File: src/rtl/dram_rr_arbiter_if.sv
// -----------------------------------------------------------------------------
// dram_rr_arbiter_if
// Bundles the core request/response bus and the RAM port of the DRAM
// round-robin arbiter.
//
// Signals
//   rden, wren   per-core read / write requests (bit i = core i)
//   Address      per-core address, core i at [i*AW +: AW]
//   Din          per-core write data, core i at [i*DW +: DW]
//   acq          one-hot completion pulse back to the cores
//   Dq           per-core registered read-data lanes
//   RAMAddress   address to the single-port RAM
//   RAMDin       write data to the RAM
//   RAMwren      RAM write enable
//   RAMq         read data coming back from the RAM
//
// Modports
//   slave   arbiter side (consumes requests and RAMq, drives everything else)
//   master  environment side (cores plus the RAM instance)
// -----------------------------------------------------------------------------
interface dram_rr_arbiter_if #(
   parameter int NCORES = 2,
   parameter int AW     = 8,
   parameter int DW     = 8
);
   logic [NCORES-1:0]    rden;
   logic [NCORES-1:0]    wren;
   logic [NCORES*AW-1:0] Address;
   logic [NCORES*DW-1:0] Din;
   logic [NCORES-1:0]    acq;
   logic [NCORES*DW-1:0] Dq;
   logic [AW-1:0]        RAMAddress;
   logic [DW-1:0]        RAMDin;
   logic                 RAMwren;
   logic [DW-1:0]        RAMq;

   modport slave (
      input  rden, wren, Address, Din, RAMq,
      output acq, Dq, RAMAddress, RAMDin, RAMwren
   );

   modport master (
      output rden, wren, Address, Din, RAMq,
      input  acq, Dq, RAMAddress, RAMDin, RAMwren
   );
endinterface

File: src/rtl/dram_rr_arbiter.sv
// -----------------------------------------------------------------------------
// dram_rr_arbiter
// Shares one single-port synchronous data RAM between NCORES core memory
// ports. Requests are served one at a time in round-robin order; each access
// walks IDLE -> ISSUE -> (WAIT x RD_LAT for reads) -> ACK -> IDLE.
//
// Ports
//   CLK   system clock, all state changes on the rising edge
//   rst   asynchronous, active-high reset
//   bus   dram_rr_arbiter_if.slave: core requests, acq/Dq responses, RAM port
//   busy  high whenever the FSM is not in IDLE
//
// Parameters
//   NCORES  number of requesting cores (>= 2)
//   AW, DW  address / data width
//   RD_LAT  cycles from address at the RAM to valid RAMq (>= 1)
// -----------------------------------------------------------------------------
module dram_rr_arbiter #(
   parameter int NCORES = 2,
   parameter int AW     = 8,
   parameter int DW     = 8,
   parameter int RD_LAT = 1
) (
   input  logic              CLK,
   input  logic              rst,
   dram_rr_arbiter_if.slave  bus,
   output logic              busy
);

   localparam int IW = $clog2(NCORES);
   localparam int CW = $clog2(RD_LAT + 1);

   localparam logic [IW-1:0] LAST_RST = IW'(NCORES - 1);
   localparam logic [CW-1:0] CNT_LOAD = CW'(RD_LAT);
   localparam logic [CW-1:0] CNT_ONE  = CW'(1);

   typedef enum logic [1:0] {
      S_IDLE  = 2'd0,
      S_ISSUE = 2'd1,
      S_WAIT  = 2'd2,
      S_ACK   = 2'd3
   } state_t;

   state_t               state;
   logic [IW-1:0]        last;       // most recently granted core
   logic [IW-1:0]        own;        // core owning the current access
   logic                 own_wr;     // current access is a write
   logic                 mask_own;   // first IDLE after ACK: ignore req[own]
   logic [CW-1:0]        cnt;        // read latency countdown
   logic [NCORES-1:0]    acq_q;
   logic [NCORES*DW-1:0] dq;
   logic [AW-1:0]        ram_addr;
   logic [DW-1:0]        ram_din;
   logic                 ram_wren;
   logic                 busy_q;

   logic [NCORES-1:0]    req;
   logic [NCORES-1:0]    elig;
   logic [IW-1:0]        win;
   logic                 win_valid;
   logic                 hit;
   int                   pos;
   logic [AW-1:0]        sel_addr;
   logic [DW-1:0]        sel_din;
   logic                 sel_wr;

   // One-hot vector with only bit idx set.
   function automatic logic [NCORES-1:0] onehot(input logic [IW-1:0] idx);
      onehot = {{(NCORES-1){1'b0}}, 1'b1} << idx;
   endfunction

   // Eligible requesters: the core just served is hidden for one IDLE cycle
   // because it is allowed to keep its request up for the cycle after acq.
   always_comb begin
      req  = bus.rden | bus.wren;
      elig = mask_own ? (req & ~onehot(own)) : req;
   end

   // Round-robin search starting just after the last granted core.
   always_comb begin
      win       = '0;
      win_valid = 1'b0;
      hit       = 1'b0;
      pos       = 0;
      for (int k = 1; k <= NCORES; k++) begin
         pos       = (int'(last) + k >= NCORES) ? (int'(last) + k - NCORES) : (int'(last) + k);
         hit       = elig[IW'(pos)] & ~win_valid;
         win       = hit ? IW'(pos) : win;
         win_valid = win_valid | hit;
      end
   end

   // Pick address, data and direction of the winning core; write wins over read.
   always_comb begin
      sel_addr = '0;
      sel_din  = '0;
      sel_wr   = 1'b0;
      for (int k = 0; k < NCORES; k++) begin
         sel_addr = (win == IW'(k)) ? bus.Address[k*AW +: AW] : sel_addr;
         sel_din  = (win == IW'(k)) ? bus.Din[k*DW +: DW]     : sel_din;
         sel_wr   = (win == IW'(k)) ? bus.wren[k]             : sel_wr;
      end
   end

   // Access FSM with all outputs registered.
   always_ff @(posedge CLK or posedge rst) begin
      if (rst) begin
         state    <= S_IDLE;
         last     <= LAST_RST;
         own      <= '0;
         own_wr   <= 1'b0;
         mask_own <= 1'b0;
         cnt      <= '0;
         acq_q    <= '0;
         dq       <= '0;
         ram_addr <= '0;
         ram_din  <= '0;
         ram_wren <= 1'b0;
         busy_q   <= 1'b0;
      end else begin
         case (state)
            S_IDLE: begin
               mask_own <= 1'b0;
               acq_q    <= '0;
               if (win_valid) begin
                  own      <= win;
                  last     <= win;
                  own_wr   <= sel_wr;
                  ram_addr <= sel_addr;
                  ram_din  <= sel_din;
                  ram_wren <= sel_wr;
                  busy_q   <= 1'b1;
                  state    <= S_ISSUE;
               end else begin
                  busy_q   <= 1'b0;
                  state    <= S_IDLE;
               end
            end

            S_ISSUE: begin
               // RAM sees the access during this cycle; write enable is a single pulse.
               ram_wren <= 1'b0;
               if (own_wr) begin
                  acq_q <= onehot(own);
                  state <= S_ACK;
               end else begin
                  cnt   <= CNT_LOAD;
                  state <= S_WAIT;
               end
            end

            S_WAIT: begin
               cnt <= cnt - CNT_ONE;
               if (cnt == CNT_ONE) begin
                  // Last wait cycle: RAMq is valid now, so the lane is ready in ACK.
                  for (int k = 0; k < NCORES; k++) begin
                     if (own == IW'(k)) begin
                        dq[k*DW +: DW] <= bus.RAMq;
                     end else begin
                        dq[k*DW +: DW] <= dq[k*DW +: DW];
                     end
                  end
                  acq_q <= onehot(own);
                  state <= S_ACK;
               end else begin
                  state <= S_WAIT;
               end
            end

            S_ACK: begin
               acq_q    <= '0;
               busy_q   <= 1'b0;
               mask_own <= 1'b1;
               state    <= S_IDLE;
            end

            default: begin
               acq_q    <= '0;
               ram_wren <= 1'b0;
               busy_q   <= 1'b0;
               mask_own <= 1'b0;
               state    <= S_IDLE;
            end
         endcase
      end
   end

   assign bus.acq        = acq_q;
   assign bus.Dq         = dq;
   assign bus.RAMAddress = ram_addr;
   assign bus.RAMDin     = ram_din;
   assign bus.RAMwren    = ram_wren;
   assign busy           = busy_q;

endmodule

File: src/flat_wrapper.sv
// flat-port wrapper written by rule: the top's interface ports become plain ports
module dram_rr_arbiter_flat 
#(
   parameter int NCORES = 2,
   parameter int AW     = 8,
   parameter int DW     = 8,
   parameter int RD_LAT = 1
)
  (CLK, rst, busy, bus_rden, bus_wren, bus_Address, bus_Din, bus_RAMq, bus_acq, bus_Dq, bus_RAMAddress, bus_RAMDin, bus_RAMwren);
  dram_rr_arbiter_if #(.NCORES(NCORES), .AW(AW), .DW(DW)) bus_i ();
  input  logic CLK;
  input  logic rst;
  output logic busy;
  input wire logic [$bits(bus_i.rden)-1:0] bus_rden;
  input wire logic [$bits(bus_i.wren)-1:0] bus_wren;
  input wire logic [$bits(bus_i.Address)-1:0] bus_Address;
  input wire logic [$bits(bus_i.Din)-1:0] bus_Din;
  input wire logic [$bits(bus_i.RAMq)-1:0] bus_RAMq;
  output wire logic [$bits(bus_i.acq)-1:0] bus_acq;
  output wire logic [$bits(bus_i.Dq)-1:0] bus_Dq;
  output wire logic [$bits(bus_i.RAMAddress)-1:0] bus_RAMAddress;
  output wire logic [$bits(bus_i.RAMDin)-1:0] bus_RAMDin;
  output wire logic [$bits(bus_i.RAMwren)-1:0] bus_RAMwren;
  assign bus_i.rden = bus_rden;
  assign bus_i.wren = bus_wren;
  assign bus_i.Address = bus_Address;
  assign bus_i.Din = bus_Din;
  assign bus_i.RAMq = bus_RAMq;
  assign bus_acq = bus_i.acq;
  assign bus_Dq = bus_i.Dq;
  assign bus_RAMAddress = bus_i.RAMAddress;
  assign bus_RAMDin = bus_i.RAMDin;
  assign bus_RAMwren = bus_i.RAMwren;
  dram_rr_arbiter #(.NCORES(NCORES), .AW(AW), .DW(DW), .RD_LAT(RD_LAT)) u_core (.CLK(CLK), .rst(rst), .bus(bus_i), .busy(busy));
endmodule
File: config.mk
export PLATFORM = sky130hd
export DESIGN_NAME = dram_rr_arbiter_flat
export DESIGN_NICKNAME = d
export VERILOG_FILES = /design/src/rtl/dram_rr_arbiter_if.sv /design/src/rtl/dram_rr_arbiter.sv /design/src/flat_wrapper.sv
export SDC_FILE = /design/constraint.sdc
export NUM_CORES = 1
export LEC_CHECK = 0
export ABC_AREA = 1
export ABC_CLOCK_PERIOD_IN_PS = 1600
export CAP_MARGIN = 20
export CORE_MARGIN = 2
export CORE_UTILIZATION = 43
export CTS_BUF_LIST = sky130_fd_sc_hd__clkbuf_4 sky130_fd_sc_hd__clkbuf_8 sky130_fd_sc_hd__clkbuf_16
export DETAILED_ROUTE_END_ITERATION = 7
export GPL_ROUTABILITY_DRIVEN = 0
export MAX_ROUTING_LAYER = met4
export PLACE_DENSITY = 0.8
export RECOVER_POWER = 50
export SETUP_SLACK_MARGIN = 0.05
export SYNTH_ARGS = -nofsm -noshare
export SYNTH_HDL_FRONTEND = slang
export SYNTH_SLANG_ARGS = --single-unit
File: constraint.sdc
create_clock -name CLK -period 1.6 [get_ports CLK]
set_clock_uncertainty 0.05 [all_clocks]
set_input_delay 0.4 -clock CLK [delete_from_list [all_inputs] [get_ports CLK]]
set_output_delay 0.4 -clock CLK [all_outputs]
set_load 0.01 [all_outputs]
# Word-level counts from Yosys, hierarchy flattened
# Cells that the tools add are included.
# word_totals
out_inout_bits	36
in_bits	46
regBits	43
elab_cells	74
# classes
n_shift	1
bitwise_logic	7
add_sub_neg	5
reduce_logical	11
n_lt_le_gt_ge	4
muxes	26
n_eq_ne	7
# op_table
operator	n
two-way mux 1 bit	16
two-way mux 8 bit	2
one-hot mux 1 bit (2 select lines)	4
one-hot mux 2 bit (4 select lines)	1
AND reduction 2 bit	4
less-than comparator 1 x 3 -> 1 bit, second input constant	2
inequality test 2 x 1 -> 1 bit, second input constant	3
one-hot mux 2 bit (3 select lines)	1
AND reduction 3 bit	2
nonzero test 2 bit	3
== test 2 bit, second input constant	2
two-way mux 2 bit	2
adder 1 x 2 -> 3 bit, second input constant	1
>= comparator 3 x 2 -> 1 bit, second input constant	1
inverter 1 bit	3
subtractor 1 bit, second input constant	3
adder 1 x 1 -> 2 bit, second input constant	1
AND 1 bit	2
== test 2 x 1 -> 1 bit, second input constant	1
>= comparator 2 bit, second input constant	1
zero test 2 bit	1
inequality test 2 bit, second input constant	1
bitwise OR 1 bit	2
OR reduction 2 bit	1
<< shifter 1 x 1 -> 2 bit, first input constant	1

# Logic depth before layout (Yosys ltp)
# Gate-level depths: netlist (run 1).
# depth
word_depth	12
ltp_mapped	8
depth_no_buf	7

# Worst setup path after synthesis (run 1)
# Ideal clock, no wire load.
# synth_path
path_type	reg-to-reg
from	register u_core.state[0]
to	register u_core.dq[15], in the netlist u_core.bus.Dq[15]
t_required_ns	1.424
period_less_slack_ns	1.319
t_arrival_ns	1.143
stages_incl_launch_ff	9
slack_ns	0.281
n_path_buf	1
cell_sequence	dfrtp_1 -> inv_1 -> ha_1 -> nand2_1 -> inv_1 -> nand2_1 -> buf_6 -> nand2_1 -> o21ai_0
# synth_between
elab_chain_len	2
# synth_lines
item	line	text
start: declaration	dram_rr_arbiter.sv:44	state_t state;
start signal: assignment	dram_rr_arbiter.sv:108	state <= S_IDLE;
start signal: assignment	dram_rr_arbiter.sv:133	state <= S_ISSUE;
start signal: assignment	dram_rr_arbiter.sv:136	state <= S_IDLE;
== test 2 bit	dram_rr_arbiter.sv:121	case (state)
AND reduction 3 bit (no line)	--	
end signal: indexed assignment	dram_rr_arbiter.sv:158	dq[k*DW +: DW] <= bus.RAMq;
end signal: indexed assignment	dram_rr_arbiter.sv:160	dq[k*DW +: DW] <= dq[k*DW +: DW];
end: declaration	dram_rr_arbiter.sv:51	logic [NCORES*DW-1:0] dq;
# No other way between the ends.
# A chain may end at the register's enable or synchronous reset.

# Final worst setup path (run 1)
# layout_path
from	input bus_wren[0]
to	register u_core.ram_addr[5], in the netlist u_core.bus.RAMAddress[5]
# layout_between
elab_chain_len	9
# layout_lines
item	line	text
start: declaration	flat_wrapper.sv:15	input wire logic [$bits(bus_i.wren)-1:0] bus_wren;
bitwise OR 1 bit (*)	dram_rr_arbiter.sv:75	req = bus.rden | bus.wren;
AND 1 bit	dram_rr_arbiter.sv:76	elig = mask_own ? (req & ~onehot(own)) : req;
two-way mux 1 bit (*)	dram_rr_arbiter.sv:76	
two-way mux 1 bit (implied by the code) (2 in series)	dram_rr_arbiter.sv:87	hit = elig[IW'(pos)] & ~win_valid;
inverter 1 bit	dram_rr_arbiter.sv:87	
AND 1 bit	dram_rr_arbiter.sv:87	
two-way mux 1 bit or bitwise OR 1 bit (tied branches)	dram_rr_arbiter.sv:88, dram_rr_arbiter.sv:89	
two-way mux 8 bit or AND reduction 2 bit (tied branches)	--	
end signal: assignment	dram_rr_arbiter.sv:129	ram_addr <= sel_addr;
end: declaration	dram_rr_arbiter.sv:52	logic [AW-1:0] ram_addr;
# Every way passes the cells marked *; elsewhere a longest branch is shown, timed or not. The select of a mux whose other input is x is not followed.

==> summary.md, run 1 <==
| Metric | Value |
|---|---|
| TritonCTS clock tree | done |
| Minimum clock period | 1.46 ns |
| Syn Area/Cell | 8.25 µm² |
| Slew Viols, Final | 0 |
| Global-route wire length before repair | 7.53 mm |
| Total power draw | 0.00520 W |
| Critical Path AT | 1.65 ns |
| Number of diodes | 0 |
| Sequential cell area fraction in the yosys report | 52.7% |
| Root Buffer | clkbuf_8 |
| Initial antenna violation count | 0 |
| Clock H-tree levels | 2 |
| Worst setup EP type | register |
| Synthesized netlist cell count | 248 |
| Initial Utilization | 43.9% |
| Starting DRC count in detailed routing | 96 |
| Area delta synth->final | 45.3% |
| Worst-path fanout max | 16 |
| Worst-path clk slew | 0.07 ns |
| Remaining global-route overflow | 0 |
| Layout Nets | 386 |
| Post-CTS Setup Inserts | 0 |
| Synthesized area | 2050 µm² |
| I/O Pins | 82 |
| Synth area leaders | dfrtp_1, nand2_1, inv_1, o21ai_0, nand4_1 |
| Critical path class | in -> reg |
| Residual DRC | 0 |
| Setup crit start kind | input port |
| DIE AREA | 5330 µm² |
| HPWL after DPL | 3.52 mm |
| IO Port Bufs | 80 |
| Yosys warns | 0 |
| Status | finished, final reports clean |
| Transition time of the tightest slew-check pin | 0.476 ns |
| Number of global-route vias before repair | 1708 |
| Row count | 25 |
| Chip width | 73.0 µm |
| Largest net degree at the start of global routing | 23 |
| Routed WL | 4.68 mm |
| Worst-Skew Late Latency | 0.30 ns |
| Peak VDD IR | 0.930 mV |
| CP required | 1.79 ns |
| Vias per cell | 4.78 |
| Final setup fails | 0 |
| Core area | 4660 µm² |
| DR pass1 iterations | 4 |
| Max-slew headroom | 68.3% |
| LEAKAGE | 1.63 nW |
| Die Y | 73.0 µm |
| RSZ-0062 raised after global routing | true |
| Endpoints failing hold | 0 |
| Wirelength per Cell | 12.0 µm |
| Hold-fix buffers, CTS | 0 |
| Worst Hold Class | reg -> reg |
| Total Routing Usage GR | 19.1% |
| Fin crit share | 91.1% |
| DR vias | 1864 |
| Clk sinks | 43 |
| TritonCTS buffer count | 5 |
| Post-DP Area | 2940 µm² |
| Synthesis-stage register bit count | 43 |
| Layout cell share with drive strength beyond 1 | 8.33% |
| Top cell type's share of synthesized area | 51.4% |
| Power per cell area | 1750 nW/µm² |
| Netlist cell types | 24 |
| FMAX | 686 MHz |
| Syn nets | 298 |
| Antenna Nets Post-Route | 0 |
| Biggest area consumer among synthesized cells | dfrtp_1 |
| Final Cell Area | 2970 µm² |
| Clock buffer depth | 2 |
| Max-Cap Viols | 0 |
==> critical path, cell delays in order <==
cell             delay, ns
clkdlybuf4s50_1       0.46
inv_1                 0.05
nand2_1               0.18
nand3_4               0.15
buf_12                0.18
nor2_1                0.08
o21ai_0               0.08
nand2_1               0.07
==> placed cells by master (no fill, tap or decap), drive strengths merged <==
master         count
nand2             80
clkdlybuf4s50     43
dfrtp             42
inv               41
dlygate4sd2       36
o21ai             26
nand3             14
nor2              13
nand4             11
buf               10
clkbuf             7
ha                 4
o211ai             1
mux2               1
o22ai              1
a21oi              1
or2                1
o31ai              1
clkinv             1
dlygate4sd3        1
dfstp              1
==> layer usage <==
layer  track usage (%)  vias up  wire, µm
met3              3.73        8       245
met4              8.64        0        88
met2              30.8       56      2300
met1              23.2      854      2050
met5                 -        -         0
li1                  -      946         -
==> final timing paths <==
check                                              start                        to  slack (ns)  cells past startpoint
worst max-delay path                         bus_wren[0]  u_core.bus.RAMAddress[5]        0.14                      8
worst min-delay path            u_core.bus.RAMAddress[0]  u_core.bus.RAMAddress[0]        0.42                      2
worst max register to register               u_core.last        u_core.bus.RAMwren        0.15                      6
worst min register to register  u_core.bus.RAMAddress[0]  u_core.bus.RAMAddress[0]        0.42                      2
max in group asynchronous                            rst          u_core.bus.Dq[3]        0.18                      3
min in group asynchronous                            rst      u_core.bus.RAMDin[1]        0.49                      2
==> synth_stat cells <==
master    count
a21oi_1       1
buf_2         5
buf_4         1
buf_6         4
dfrtp_1      42
dfstp_2       1
ha_1          4
inv_1        38
inv_2         2
inv_4         1
mux2_2        1
nand2_1      79
nand2_4       1
nand3_1      13
nand3_4       1
nand4_1      11
nor2_1       12
nor2_2        1
o211ai_1      1
o21ai_0      25
o21ai_1       1
o22ai_1       1
o31ai_1       1
or2_2         1
==> cell families after synthesis <==
kind of cell / Yosys count / synth area share [%]
buf+inv: 51 / 11.4
compound gates: 30 / 7.65
fa+ha+maj: 4 / 2.45
flops: 43 / 52.7
mux: 1 / 0.550
simple gates: 119 / 25.3
==> power breakdown <==
part / total [W] / switching [W] / internal, W
clock network: 0.000686 / 0.000347 / 0.000338
registers: 0.00196 / 0.000322 / 0.00164
logic: 0.00255 / 0.00140 / 0.00115
total: 0.00520 / 0.00207 / 0.00313
==> stage by stage <==
step	utilization (%)	worst slack (ns)	TNS, ns	std cells	hold slack (ns)
floorplan	-	0.149	0	248	0.422
global placement	63.2	-0.117	-1.59	383	0.413
detailed placement	63.2	-0.155	-2.56	383	0.414
CTS	64.1	0.144	0	390	0.305
global route	63.8	0.0240	0	390	0.455
finish	63.8	0.143	0	390	0.424
==> flip-flops by register name, summed over array words and instances, names as in the netlist, 2 cells and up <==
signal	count
u_core.bus.Dq	16
u_core.state	2
u_core.bus.RAMAddress	8
u_core.bus.acq	2
u_core.bus.RAMDin	8
==> what timing repair did <==
item | CTS | global route
pin swaps | 0 | 0
setup endpoints to repair | 38 | 9
endpoints found under the hold margin | 0 | 0
gates resized for setup | 37 | 4
==> final cells by class <==
| type | count | area (µm²) |
|---|---|---|
| flip-flops and latches | 43 | 1080 |
| multi-input cells | 154 | 737 |
| repair buffers | 91 | 846 |
| well taps | 54 | 67.6 |
| fillers | 397 | 1690 |
| clock inverters | 1 | 5.00 |
| clock buffers | 6 | 82.6 |
| inverters | 41 | 156 |
(Power assumes the default switching activity.)
==> run 2: changes to the inputs <==
--- a/config.mk
+++ b/config.mk
@@ -6,7 +6,7 @@
 export NUM_CORES = 1
 export LEC_CHECK = 0
 export ABC_AREA = 1
-export ABC_CLOCK_PERIOD_IN_PS = 1600
+export ABC_CLOCK_PERIOD_IN_PS = 1400
 export CAP_MARGIN = 20
 export CORE_MARGIN = 2
 export CORE_UTILIZATION = 43
==> constraint.sdc (replaced) <==
create_clock -name CLK -period 1.4 [get_ports CLK]
set_clock_uncertainty 0.05 [all_clocks]
set_input_delay 0.35 -clock CLK [delete_from_list [all_inputs] [get_ports CLK]]
set_output_delay 0.35 -clock CLK [all_outputs]
set_load 0.01 [all_outputs]
==> run 2 against run 1 <==
  * Non-clock buffer count rose by 13
  * Final cell count grew 3.6%
  * Critical path type is now reg -> reg
  * Via count increased by 4.1%
==> summary.md, run 2 (synthesis gave the netlist of run 1 again) <==
| Metric | Value |
|---|---|
| Multi-input gate area | 808 µm² (was 737 µm²) |
| Clock H-tree levels | 2 (unchanged) |
| DIE AREA | 5330 µm² (unchanged) |
| Status | finished, final reports clean (unchanged) |
| Endpoints failing hold | 0 (unchanged) |
| Slew Viols, Final | 0 (unchanged) |
| Wirelength per Cell | 12.6 µm (was 12.0 µm) |
| Number of flip-flops in the largest register | 16 (unchanged) |
| Fin crit share | 96.6% |
| Initial Utilization | 43.9% (unchanged) |
| Die Y | 73.0 µm (unchanged) |
| Total power draw | 0.00669 W (was 0.00520 W) |
| Root Buffer | clkbuf_8 (unchanged) |
| Worst path most repeated cell | nand2_1 (unchanged) |
| Clock buffer depth | 2 (unchanged) |
| CP max stage delay | 0.42 ns (was 0.46 ns) |
| FF+latch area | 1080 µm² (unchanged) |
| TritonCTS clock tree | done (unchanged) |
| Worst-path fanout max | 9 (was 16) |
| Vias per cell | 4.80 (was 4.78) |
| Inst Count DP | 388 (was 383) |
| Row count | 25 (unchanged) |
| Transition time of the tightest slew-check pin | 0.396 ns (was 0.476 ns) |
| Power per cell area | 2090 nW/µm² (was 1750 nW/µm²) |
| LEAKAGE | 1.68 nW (was 1.63 nW) |
| Total Routing Usage GR | 19.3% (was 19.1%) |
| Initial antenna violation count | 0 (unchanged) |
| Net switching power | 0.00264 W (was 0.00207 W) |
| Seq pwr share | 33.9% (was 37.8%) |
| Final setup fails | 0 (unchanged) |
| Most frequent cells in the layout | nand2_1, clkdlybuf4s50_1, dfrtp_1, inv_1, clkdlybuf4s15_1 (was nand2_1, clkdlybuf4s50_1, dfrtp_1, inv_1, dlygate4sd2_1) |
| Routed WL | 5.08 mm (was 4.68 mm) |
| Chip width | 73.0 µm (unchanged) |
| Buffers and inverters on the worst path | 2 (was 3) |
| Minimum clock period | 1.35 ns |
| Max-Cap Viols | 0 (unchanged) |
| Clk sinks | 43 (unchanged) |
| Peak VDD IR | 1.13 mV (was 0.930 mV) |
| Clock power share | 12.4% (was 13.2%) |
| Layout Nets | 399 (was 386) |
| Antenna Nets Post-Route | 0 (unchanged) |
| Residual DRC | 0 (unchanged) |
| Critical-path cell list | inv_2 -> ha_4 -> nand3_4 -> buf_4 -> nand2_1 -> nand2_1 (was clkdlybuf4s50_1 -> inv_1 -> nand2_1 -> nand3_4 -> buf_12 -> nor2_1 -> o21ai_0 -> nand2_1) |
| Sw Share | 39.4% (was 39.7%) |
| Layout cell share with drive strength beyond 1 | 19.7% (was 8.33%) |
| Core area | 4660 µm² (unchanged) |
| Critical path class | reg -> reg (was in -> reg) |
| Starting DRC count in detailed routing | 117 (was 96) |
| Global-route wire length before repair | 7.82 mm (was 7.53 mm) |
| Number of diodes | 0 (unchanged) |
| # fillers | 388 (was 397) |
| Worst-path clk slew | 0.08 ns (was 0.07 ns) |
| Remaining global-route overflow | 0 (unchanged) |
| Worst Hold Class | in -> async (was reg -> reg) |
| Int Power | 0.00405 W (was 0.00313 W) |
| I/O Pins | 82 (unchanged) |
| TritonCTS buffer count | 5 (unchanged) |
| Slowest cell on the critical path | dfrtp_1 (was clkdlybuf4s50_1) |
| Number of global-route vias before repair | 1783 (was 1708) |
| CP required | 1.53 ns (was 1.79 ns) |
| Final non-filler cell total | 404 (was 390) |
| Hold-fix buffers, CTS | 0 (unchanged) |
| FMAX | 739 MHz |
| CP delay by family, top | flip-flops (was buffers and inverters) |
| Area delta synth->final | 56.4% (was 45.3%) |
| Setup crit start kind | register (was input port) |
| Final Cell Area | 3200 µm² (was 2970 µm²) |
| DR vias | 1940 (was 1864) |
| Logic pwr share | 53.7% (was 49.0%) |
| RSZ-0062 raised after global routing | true (unchanged) |
| Critical Path AT | 1.48 ns (was 1.65 ns) |
| HPWL after DPL | 3.60 mm (was 3.52 mm) |
| Worst-Skew Late Latency | 0.29 ns (was 0.30 ns) |
| Final setup TNS | 0 ns (unchanged) |
| IO Port Bufs | 80 (unchanged) |
| Commonest non-fill, non-tap cell in the layout | nand2_1 (unchanged) |
| Max-slew headroom | 73.6% (was 68.3%) |
| Post-DP Area | 2990 µm² (was 2940 µm²) |
| Hold_ws | 0.385 ns (was 0.424 ns) |
| DR pass1 iterations | 4 (unchanged) |
| Worst setup EP type | register (unchanged) |
| Largest net degree at the start of global routing | 17 (was 23) |
-- run 2: cell count changes in the layout (fill, tap and decap cells not counted), moves of 3 or more --
cell | before | now
clkbuf_2 | 1 | 15
buf_6 | 0 | 4
buf_4 | 8 | 13
o21ai_0 | 22 | 13
ha_1 | 4 | 1
clkdlybuf4s15_1 | 0 | 24
nand2_4 | 1 | 5
dlygate4sd2_1 | 36 | 0
nand2_1 | 78 | 75
inv_2 | 2 | 5
inv_1 | 38 | 33
o21ai_1 | 4 | 13
-- run 2: metrics by stage --
step                util [%]  setup WS [ns]
finish                  68.6         0.0476
detailed placement      64.1         -0.298
global placement        64.1         -0.237
CTS                     66.8         0.0212
floorplan                  -         0.0807
global route            68.6        -0.0141
-- run 2: worst paths after layout --
path / startpoint / to / slack [ns] / cells past startpoint
worst min register to register: u_core.bus.RAMDin[3] / u_core.bus.RAMDin[3] / 0.44 / 2
worst min-delay path: rst / u_core.bus.RAMDin[4] / 0.39 / 2
worst max-delay path: u_core.state[1] / u_core.bus.RAMAddress[0] / 0.05 / 6
max in group asynchronous: rst / u_core.bus.Dq[10] / 0.31 / 3
min in group CLK: u_core.bus.RAMDin[3] / u_core.bus.RAMDin[3] / 0.44 / 2
worst max register to register: u_core.state[1] / u_core.bus.RAMAddress[0] / 0.05 / 6
-- run 2: timing repair --
item	in CTS	in global routing
endpoints found under the setup margin	68	51
gates cloned	0	3
setup buffers	3	2
hold endpoints to repair	0	0
resized for setup	77	47
pin swaps	0	2
-- run 2: power by group through the flow --
| stage | clock network [W] | registers, W | logic (W) |
|---|---|---|---|
| 2_1_floorplan | 0 | 0.00244 | 0.00156 |
| 3_3_place_gp | 0 | 0.00225 | 0.00330 |
| 3_5_place_dp | 0 | 0.00224 | 0.00341 |
| 4_1_cts | 0.000845 | 0.00223 | 0.00325 |
| 5_1_grt | 0.000904 | 0.00232 | 0.00395 |
| 6_report | 0.000832 | 0.00226 | 0.00359 |
-- run 2: layout make-up --
type                    instances  area share (%)
clock buffers                   7            2.82
clock inverters                 1           0.156
well taps                      54            2.11
flip-flops and latches         43            33.7
repair buffers                104            30.9
multi-input cells             154            25.3
inverters                      41            5.08
-- run 2: per-layer routing --
layer,wire [µm],track usage (%),part of all wire [%],vias to the layer above
met5,0,-,0,-
met4,44,5.76,0.87,0
met3,287,4.70,5.7,6
met2,2570,29.7,51,64
met1,2180,25.3,43,892
li1,-,-,-,978
==> run 3: changes to the inputs <==
--- a/config.mk
+++ b/config.mk
@@ -11,6 +11,7 @@
 export CORE_MARGIN = 2
 export CORE_UTILIZATION = 43
 export CTS_BUF_LIST = sky130_fd_sc_hd__clkbuf_4 sky130_fd_sc_hd__clkbuf_8 sky130_fd_sc_hd__clkbuf_16
+export CTS_CLUSTER_SIZE = 25
 export DETAILED_ROUTE_END_ITERATION = 7
 export GPL_ROUTABILITY_DRIVEN = 0
 export MAX_ROUTING_LAYER = met4
==> results of run 3 <==
No change in the layout: final DEF, timing and power equal those of run 2.
